--- config.mk ---
export PLATFORM = sky130hd
export DESIGN_NAME = dmem_responder_flat
export DESIGN_NICKNAME = d
export VERILOG_FILES = /design/src/rtl/dmem_responder_pkg.sv /design/src/rtl/dmem_responder_if.sv /design/src/rtl/dmem_load_extend.sv /design/src/rtl/dmem_responder.sv /design/src/flat_wrapper.sv
export SDC_FILE = /design/constraint.sdc
export NUM_CORES = 2
export LEC_CHECK = 0
export CAP_MARGIN = 20
export CORE_ASPECT_RATIO = 0.75
export CORE_MARGIN = 10
export CORE_UTILIZATION = 26
export CTS_CLUSTER_SIZE = 16
export DETAILED_ROUTE_END_ITERATION = 10
export PLACE_DENSITY = 0.5
export SLEW_MARGIN = 10
export SYNTH_ARGS = -nofsm -noshare
export SYNTH_HDL_FRONTEND = slang
export SYNTH_SLANG_ARGS = --single-unit
--- constraint.sdc ---
create_clock -name clk -period 9.68 [get_ports clk]
set_input_delay 1.936 -clock clk [delete_from_list [all_inputs] [get_ports clk]]
set_output_delay 1.936 -clock clk [all_outputs]
set_load 0.01 [all_outputs]
--- src/rtl/dmem_responder_pkg.sv ---
// Shared definitions for the multi-cycle data-memory responder:
// RV32I load/store funct3 codes, FSM state encoding and the
// funct3/alignment legality check.
package dmem_responder_pkg;

  // Load funct3 codes
  localparam logic [2:0] F3_LB  = 3'b000;
  localparam logic [2:0] F3_LH  = 3'b001;
  localparam logic [2:0] F3_LW  = 3'b010;
  localparam logic [2:0] F3_LBU = 3'b100;
  localparam logic [2:0] F3_LHU = 3'b101;

  // Store funct3 codes
  localparam logic [2:0] F3_SB  = 3'b000;
  localparam logic [2:0] F3_SH  = 3'b001;
  localparam logic [2:0] F3_SW  = 3'b010;

  typedef enum logic [1:0] {
    S_IDLE   = 2'd0,
    S_WAIT   = 2'd1,
    S_ACCESS = 2'd2,
    S_RESP   = 2'd3
  } state_e;

  // True when funct3 is illegal for the direction or the address is
  // misaligned for the access size. Range checking needs the storage
  // depth and is done by the caller.
  function automatic logic access_fault(input logic       write,
                                        input logic [2:0] funct3,
                                        input logic [1:0] addr_lo);
    logic fault;
    fault = 1'b1;
    if (write) begin
      case (funct3)
        F3_SB:   fault = 1'b0;
        F3_SH:   fault = addr_lo[0];
        F3_SW:   fault = (addr_lo != 2'b00);
        default: fault = 1'b1;
      endcase
    end else begin
      case (funct3)
        F3_LB, F3_LBU: fault = 1'b0;
        F3_LH, F3_LHU: fault = addr_lo[0];
        F3_LW:         fault = (addr_lo != 2'b00);
        default:       fault = 1'b1;
      endcase
    end
    return fault;
  endfunction

endpackage

--- src/rtl/dmem_responder_if.sv ---
// Request/response channel between the CPU load/store path (master)
// and the data-memory responder (slave).
interface dmem_responder_if #(
  parameter int ADDR_W = 8
);
  logic              req_valid;
  logic              req_ready;
  logic              req_write;
  logic [2:0]        req_funct3;
  logic [ADDR_W-1:0] req_addr;
  logic [31:0]       req_wdata;
  logic              rsp_valid;
  logic              rsp_ready;
  logic [31:0]       rsp_rdata;
  logic              rsp_err;

  modport master (
    output req_valid, req_write, req_funct3, req_addr, req_wdata, rsp_ready,
    input  req_ready, rsp_valid, rsp_rdata, rsp_err
  );

  modport slave (
    input  req_valid, req_write, req_funct3, req_addr, req_wdata, rsp_ready,
    output req_ready, rsp_valid, rsp_rdata, rsp_err
  );
endinterface

--- src/rtl/dmem_load_extend.sv ---
// Selects the addressed byte/half/word of a storage word and sign- or
// zero-extends it according to the load funct3.
module dmem_load_extend
  import dmem_responder_pkg::*;
(
  input  logic [31:0] word,
  input  logic [2:0]  funct3,
  input  logic [1:0]  addr_lo,
  output logic [31:0] data
);

  logic [7:0]  sel_byte;
  logic [15:0] sel_half;

  // Lane selection and extension, little-endian lanes
  always_comb begin
    // NOTE: every output of a combinational block gets a default first,
    // so no path through the case can leave it unassigned (latch).
    data     = '0;
    sel_byte = word[{addr_lo, 3'b000} +: 8];
    sel_half = addr_lo[1] ? word[31:16] : word[15:0];
    case (funct3)
      F3_LB:   data = {{24{sel_byte[7]}}, sel_byte};
      F3_LBU:  data = {24'h0, sel_byte};
      F3_LH:   data = {{16{sel_half[15]}}, sel_half};
      F3_LHU:  data = {16'h0, sel_half};
      F3_LW:   data = word;
      default: data = '0;
    endcase
  end

endmodule

--- src/rtl/dmem_responder.sv ---
// Multi-cycle data-memory responder: accepts one load/store at a time,
// inserts WAIT_CYCLES wait states, performs the byte/half/word access
// and returns extended load data or an error on the response channel.
module dmem_responder
  import dmem_responder_pkg::*;
#(
  parameter int ADDR_W      = 8,
  parameter int DEPTH_WORDS = 64,
  parameter int WAIT_CYCLES = 2
) (
  input  logic          clk,
  input  logic          rst,
  dmem_responder_if.slave bus
);

  localparam int IDX_W = (DEPTH_WORDS > 1) ? $clog2(DEPTH_WORDS) : 1;
  localparam int CNT_W = (WAIT_CYCLES > 1) ? $clog2(WAIT_CYCLES) : 1;

  state_e              state;
  logic [CNT_W-1:0]    wait_cnt;
  logic                req_ready_q;
  logic                rsp_valid_q;
  logic                rsp_err_q;
  logic [31:0]         rsp_rdata_q;

  // Request fields captured at the accept edge
  logic                lat_write;
  logic                lat_err;
  logic [2:0]          lat_funct3;
  logic [ADDR_W-1:0]   lat_addr;
  logic [31:0]         lat_wdata;

  logic [ADDR_W-3:0]   req_word;
  logic [ADDR_W-3:0]   lat_word;
  logic                req_err;
  logic [3:0]          byte_en;
  logic [31:0]         wdata_lanes;
  logic [31:0]         mem_word;
  logic [31:0]         load_data;

  logic [31:0]         mem [DEPTH_WORDS];

  assign req_word = bus.req_addr[ADDR_W-1:2];
  assign lat_word = lat_addr[ADDR_W-1:2];
  assign req_err  = access_fault(bus.req_write, bus.req_funct3, bus.req_addr[1:0])
                 || (32'(req_word) >= 32'(DEPTH_WORDS));
  assign mem_word = mem[lat_word[IDX_W-1:0]];

  assign bus.req_ready = req_ready_q;
  assign bus.rsp_valid = rsp_valid_q;
  assign bus.rsp_err   = rsp_err_q;
  assign bus.rsp_rdata = rsp_rdata_q;

  dmem_load_extend u_load_extend (
    .word    (mem_word),
    .funct3  (lat_funct3),
    .addr_lo (lat_addr[1:0]),
    .data    (load_data)
  );

  // Store byte enables and lane-replicated store data
  always_comb begin
    byte_en     = 4'b0000;
    wdata_lanes = lat_wdata;
    case (lat_funct3)
      F3_SB: begin
        byte_en     = 4'b0001 << lat_addr[1:0];
        wdata_lanes = {4{lat_wdata[7:0]}};
      end
      F3_SH: begin
        byte_en     = lat_addr[1] ? 4'b1100 : 4'b0011;
        wdata_lanes = {2{lat_wdata[15:0]}};
      end
      F3_SW:   byte_en = 4'b1111;
      default: byte_en = 4'b0000;
    endcase
  end

  // Storage write port: commits on the edge leaving ACCESS, never while
  // reset is asserted, so an interrupted store leaves storage untouched
  always_ff @(posedge clk) begin
    // NOTE: storage is deliberately not reset; it must map onto RAM and
    // keep its contents across a responder reset.
    if (!rst && state == S_ACCESS && lat_write && !lat_err) begin
      for (int i = 0; i < 4; i++) begin
        if (byte_en[i]) mem[lat_word[IDX_W-1:0]][8*i +: 8] <= wdata_lanes[8*i +: 8];
      end
    end
  end

  // Control FSM with registered handshake and response outputs.
  // Errored requests skip WAIT but still spend the single ACCESS cycle
  // (with the commit suppressed), so the error response appears one
  // edge after acceptance.
  always_ff @(posedge clk) begin
    // NOTE: all sequential state uses non-blocking assignments so every
    // register samples pre-edge values regardless of statement order.
    if (rst) begin
      state       <= S_IDLE;
      wait_cnt    <= '0;
      req_ready_q <= 1'b0;
      rsp_valid_q <= 1'b0;
      rsp_err_q   <= 1'b0;
      rsp_rdata_q <= '0;
    end else begin
      case (state)
        S_IDLE: begin
          if (bus.req_valid && req_ready_q) begin
            lat_write   <= bus.req_write;
            lat_funct3  <= bus.req_funct3;
            lat_addr    <= bus.req_addr;
            lat_wdata   <= bus.req_wdata;
            lat_err     <= req_err;
            req_ready_q <= 1'b0;
            if (req_err || WAIT_CYCLES == 0) begin
              state <= S_ACCESS;
            end else begin
              wait_cnt <= CNT_W'(WAIT_CYCLES - 1);
              state    <= S_WAIT;
            end
          end else begin
            req_ready_q <= 1'b1;
          end
        end
        S_WAIT: begin
          if (wait_cnt == '0) begin
            state <= S_ACCESS;
          end else begin
            wait_cnt <= wait_cnt - 1'b1;
          end
        end
        S_ACCESS: begin
          rsp_valid_q <= 1'b1;
          rsp_err_q   <= lat_err;
          rsp_rdata_q <= (lat_err || lat_write) ? 32'h0 : load_data;
          state       <= S_RESP;
        end
        S_RESP: begin
          if (bus.rsp_ready) begin
            rsp_valid_q <= 1'b0;
            rsp_err_q   <= 1'b0;
            rsp_rdata_q <= '0;
            req_ready_q <= 1'b1;
            state       <= S_IDLE;
          end
        end
        default: state <= S_IDLE;
      endcase
    end
  end

endmodule

--- src/flat_wrapper.sv ---
// flat-port wrapper written by rule: the top's interface ports become plain ports
module dmem_responder_flat import dmem_responder_pkg::*;
#(
  parameter int ADDR_W      = 8,
  parameter int DEPTH_WORDS = 64,
  parameter int WAIT_CYCLES = 2
)
  (clk, rst, bus_req_valid, bus_req_write, bus_req_funct3, bus_req_addr, bus_req_wdata, bus_rsp_ready, bus_req_ready, bus_rsp_valid, bus_rsp_rdata, bus_rsp_err);
  dmem_responder_if #(.ADDR_W(ADDR_W)) bus_i ();
  input  logic clk;
  input  logic rst;
  input wire logic [$bits(bus_i.req_valid)-1:0] bus_req_valid;
  input wire logic [$bits(bus_i.req_write)-1:0] bus_req_write;
  input wire logic [$bits(bus_i.req_funct3)-1:0] bus_req_funct3;
  input wire logic [$bits(bus_i.req_addr)-1:0] bus_req_addr;
  input wire logic [$bits(bus_i.req_wdata)-1:0] bus_req_wdata;
  input wire logic [$bits(bus_i.rsp_ready)-1:0] bus_rsp_ready;
  output wire logic [$bits(bus_i.req_ready)-1:0] bus_req_ready;
  output wire logic [$bits(bus_i.rsp_valid)-1:0] bus_rsp_valid;
  output wire logic [$bits(bus_i.rsp_rdata)-1:0] bus_rsp_rdata;
  output wire logic [$bits(bus_i.rsp_err)-1:0] bus_rsp_err;
  assign bus_i.req_valid = bus_req_valid;
  assign bus_i.req_write = bus_req_write;
  assign bus_i.req_funct3 = bus_req_funct3;
  assign bus_i.req_addr = bus_req_addr;
  assign bus_i.req_wdata = bus_req_wdata;
  assign bus_i.rsp_ready = bus_rsp_ready;
  assign bus_req_ready = bus_i.req_ready;
  assign bus_rsp_valid = bus_i.rsp_valid;
  assign bus_rsp_rdata = bus_i.rsp_rdata;
  assign bus_rsp_err = bus_i.rsp_err;
  dmem_responder #(.ADDR_W(ADDR_W), .DEPTH_WORDS(DEPTH_WORDS), .WAIT_CYCLES(WAIT_CYCLES)) u_core (.clk(clk), .rst(rst), .bus(bus_i));
endmodule
[Word-level counts from Yosys, hierarchy flattened]
Memories as Yosys holds them, arrays and structs flattened. A register that Yosys moved wholly into a read port is not among the register bits.
Cells that the tools add are included.
W data, S select, Z words.
Word-level totals
  register bits: 83
  RAM bits: 2048
  logic and storage cells: 91
  memories: 1
Memories
  u_core.mem: depth 64, bits a word 32, rd ports 1, clocked after memory_dff 1, wr ports 1, RTL line dmem_responder.sv:41  | logic [31:0] mem [DEPTH_WORDS];
Cells by class
  add/sub/neg operators: 1
  equality and inequality tests: 15
  shift operators: 2
  mux-type cells: 39
  bitwise operators: 1
  reductions and logical operators: 21
Operator list (number)
  $pmux W32 S5: 1
  $pmux W32 S2: 2
  $mux W32: 2
  $shiftx A32 B6 Y8: 1
  $mux W1: 19
  $mux W16: 1
  $eq A3 B3 Y1 const B: 4
  $pmux W4 S3: 1
  $reduce_and A3 Y1: 3
  $mux W2: 4
  $pmux W1 S2: 4
  $pmux W2 S4: 1
  $reduce_bool A2 Y1: 4
  $eq A3 B1 Y1 const B: 2
  $eq A3 B2 Y1 const B: 2
  $logic_not A3 Y1: 2
  $mux W6: 1
  $ne A2 B2 Y1 const B: 3
  $pmux W1 S3: 2
  $eq A2 B2 Y1 const B: 2
  $logic_and A1 B1 Y1: 4
  $mux W4: 1
  $reduce_and A2 Y1: 2
  $reduce_or A2 Y1: 2
  8 further kinds: 9

[Depth between registers and ports, before layout]
  word-level depth: 7
  mapped depth: 15
  gate-level depth less buffers: 9

[Modules after synthesis]
From an unflattened synthesis, not the netlist that was laid out.
Second synthesis, totals
  cell total of the unflattened synthesis: 4134
  area total of the unflattened synthesis: 83448.8 µm²
Modules (own cells, without submodules)
  dmem_responder: instances 1, cells each 4025, area an instance 82636.8 µm², seq. area each 63731.1 µm²
  dmem_load_extend: instances 1, cells each 109, area an instance 812.0 µm², seq. area each 0.0 µm²

[Least setup slack after synthesis]
Ideal clock, no wire load.
  path type: input-to-reg
  from: input rst
  to: register u_core.lat_addr[0], enable pin
  data arrival time: 3542 ps
  data required time: 9276 ps
  slack: 5735 ps
  cell stages on the path: 4
  path buffers: 2
  cells stage by stage: clkbuf_1 -> or2_2 -> clkbuf_1 -> inv_1
On the way
  word-level cells in the longest chain between the ends: 2
RTL lines
  start: declaration: RTL line flat_wrapper.sv:11  | input logic rst;
  $not A1 Y1 (no source line)
  $reduce_and A3 Y1 (no source line)
  end signal: assignment: RTL line dmem_responder.sv:111  | lat_addr <= bus.req_addr;
  end: declaration: RTL line dmem_responder.sv:30  | logic [ADDR_W-1:0] lat_addr;
Every way passes these cells.
A chain may end at the register's enable or synchronous reset.

==> flow_summary.yaml <==
grt:
  grt_pass1_vias: 43445
  grt-ovfl-total: 0
  grt_pass1_wl_microns: 371000
  grtUsageTotal: 0.151
  grt_max_degree: 101
  grt_antenna_before_repair: 23
route:
  vias: 44692
  drc: 13
  vias_per_cell: 5.03
  wl_microns: 273000
  first_pass_iters: 11
  wl_per_cell_microns: 30.7
  drt_iter0_markers: 6538
  ant_nets: 0
worst_setup_path:
  cp_data_required_time_ns: 10.39
  end_kind: "flip-flop"
  worst_path_max_delay_cell: "dfxtp_4"
  crit_chain: "buf_12 > buf_12 > mux4_2 > nor3_1 > a31oi_1 > a211o_1 > a32oi_1 > a31oi_2 > buf_6 > o31ai_1 > a21oi_1"
  cpMostUsedCell: "buf_12"
  startpoint_type: "flip-flop"
  path_class: "flip-flop to flip-flop"
  crit_path_max_incr_delay_ns: 0.76
  worstPathMaxFanout: 86
  crit_arrival_ns: 5.74
outcome:
  status: "finished with violations"
  violations: "design-rule violations"
clock_tree:
  insertion_delay_ns: 0.89
  post_cts_buffers: 0
  cts_root_buf: "clkbuf_16"
  cts_tree: "yes"
  cts.repair.resized: 0
  holdBufCountCts: 0
  clockBufferDepth: 4
  cts_buffers: 203
  clk_pin_slew_ns: 0.07
  htree_levels: 4
  numClockSinks: 2137
power:
  p_int_mw: 15.9
  p_sw_frac: 0.266
  p_sw_mw: 5.77
  ir_worst_vdd_v: 0.000138
  pwr-share-seq: 0.482
  p_per_area_mw_per_mm2: 224
  p_leak_nw: 29.6
  pwr-share-comb: 0.156
  clkPwrFrac: 0.363
timing:
  worst_slack_ns: 4.65
  finalSetupTns_ns: 0
  skew_ns: 0.0954
  min_period_ns: 5.03
  holdWs_ns: 0.522
  tightestPinTransition_ns: 1.22
  slew_headroom: 0.186
  setup_viol: 0
  clock.fmax_mhz: 199
  rsz0062_at_grt: "no"
  hold_viol: 0
  period_share: 0.520
  slew_violations: 0
logic_synthesis:
  synth_xor_xnor_area_share: 0
  syn-mean-instance-area_sq_um: 19.9
  synth-compound-area-share: 0.0318
  yosysSeqAreaShare: 0.759
  async_reset_ff_frac: 0
  synth_top_family_by_area: "multiplexers"
  ys.flop_type: "edfxtp_1"
  muxShareOfSynthArea: 0.153
  syn_nets: 4272
  syn_inst: 4220
  syn_area_sq_mm: 0.0840
  synth-edff-count: 2093
  synthSimpleGateAreaFrac: 0.0366
  ys_warn_count: 0
  yosys.area_share.adder: 0.000596
  post_synth_num_cell_types: 70
  ys_seq_elements: 2137
floorplanning:
  io_pins: 83
  coreArea_sq_mm: 0.321
  dieArea_sq_mm: 0.346
  fp.dieW_microns: 676
  rows: 180
  start_util: 0.261
  die_h_microns: 512
job:
  maxCapViolCount: 0
placed_design:
  routabilityCongestion: 0.873
  place_ws_ns: 4.29
  hpwl_microns: 179000
  port_buffers: 82
final_layout:
  synthToLayoutAreaGrowth_pct: 15.2
  multi_input_area_sq_mm: 0.0189
  fillers: 31247
  fin_nets: 4503
  final_layout_size_suffix_gt1_frac: 0.212
  regArea_sq_mm: 0.0637
min_path:
  hp-class: "flip-flop to flip-flop"
==> layout make-up <==
cell class,instances,area share
well taps,4277,0.0553
inverters,14,0.000634
multi-input cells,1827,0.195
clock inverters,93,0.00955
diodes,12,0.000310
repair buffers,268,0.0244
clock buffers,254,0.0555
flip-flops and latches,2137,0.659
==> power by group through the flow <==
stage | Combinational, mW | Sequential, mW | Clock, mW
2_1_floorplan | 1.97 | 10.6 | 0
4_1_cts | 3.33 | 10.5 | 7.99
5_1_grt | 3.50 | 10.5 | 8.36
3_3_place_gp | 3.28 | 10.7 | 0
3_5_place_dp | 3.33 | 10.7 | 0
6_report | 3.38 | 10.5 | 7.87
==> layout by cell type, fill, tap and decap left out, drive strengths merged, types with 9 or more instances in the layout <==
| cell type | instances |
|---|---|
| edfxtp | 2093 |
| mux4 | 445 |
| nor2 | 332 |
| clkbuf | 259 |
| mux2i | 253 |
| nand2 | 203 |
| buf | 181 |
| clkdlybuf4s50 | 81 |
| a21oi | 78 |
| clkinv | 73 |
| a22oi | 50 |
| nand3 | 49 |
| o22ai | 49 |
| dfxtp | 44 |
| o21ai | 41 |
| o221ai | 34 |
| mux2 | 29 |
| nand2b | 24 |
| o31ai | 23 |
| and2 | 22 |
| a22o | 21 |
| bufinv | 19 |
| nor2b | 17 |
| inv | 13 |
| diode | 12 |
| nand4 | 11 |
| nor4 | 11 |
| a211oi | 11 |
| nor3 | 11 |
| o311ai | 11 |
| and3 | 9 |
| a31oi | 9 |
==> routing by layer <==
layer,part of all wire,track usage
met5,0.0012,0.00508
met4,0.030,0.0409
met2,0.41,0.208
met1,0.44,0.220
met3,0.12,0.0563
==> stage by stage <==
| stage | std cells | instance area (sq um) | total power [mW] | util |
|---|---|---|---|---|
| after floorplan | 4220 | 84000 | 12.6 | - |
| after global routing | 8871 | 96700 | 22.3 | 0.301 |
| final | 8882 | 96700 | 21.7 | 0.301 |
| after CTS | 8846 | 96500 | 21.8 | 0.300 |
| after detailed placement | 8499 | 90200 | 14.0 | 0.281 |
| after global placement | 8470 | 89900 | 13.9 | 0.280 |
==> Yosys cell counts (24+ instances only) <==
cell type     n  area share
dfxtp_1      44       0.010
nand2_1     203      0.0091
mux2_2       29      0.0039
edfxtp_1   2093        0.75
buf_2        54      0.0032
mux2i_1     253       0.030
o221ai_1     34      0.0035
buf_6        42      0.0056
nor2_1      331       0.015
o22ai_1      49      0.0037
a21oi_1      78      0.0046
mux4_2      445        0.12
o21ai_0      34      0.0020
nand3_1      49      0.0029
a22oi_1      50      0.0045
nand2b_1     24      0.0018
clkbuf_1     99      0.0044
==> state kept, by name, indices dropped and copies added, names as in the netlist, named ones only <==
register and cells:
u_core.wait_cnt 1, u_core.mem 2048, u_core.state 2, u_core.lat_addr 8, u_core.lat_wdata 32, u_core.lat_err 1, u_core.bus.rsp_rdata 32, u_core.bus.req_ready 1
u_core.bus.rsp_err 1, u_core.lat_funct3 3, u_core.lat_write 1, u_core.bus.rsp_valid 1
==> cells by family after synthesis <==
logic type	after synthesis
and+or+nand+nor	711
AOI/OAI and AO/OA	385
muxes	727
DFF	2137
adders and majority gates	4
buffers and inverters	256
==> critical path, delay by kind of cell, from the launching register on <==
kind                   cells  cell delay [ns]
AO/OA/AOI/OAI              6             1.73
buffers and inverters      3             1.39
flip-flops                 1             0.76
multiplexers               1             0.59
AND/OR/NAND/NOR            1             0.18
==> final timing paths <==
check | slack (ns) | cells past startpoint | end | startpoint
setup / recovery | 4.65 | 11 | u_core.bus.rsp_rdata[18] | flip-flop
hold / removal | 0.52 | 2 | u_core.wait_cnt | u_core.wait_cnt
setup reg to reg | 4.65 | 11 | u_core.bus.rsp_rdata[18] | flip-flop
hold reg to reg | 0.52 | 2 | u_core.wait_cnt | u_core.wait_cnt
(Power assumes the default switching activity.)
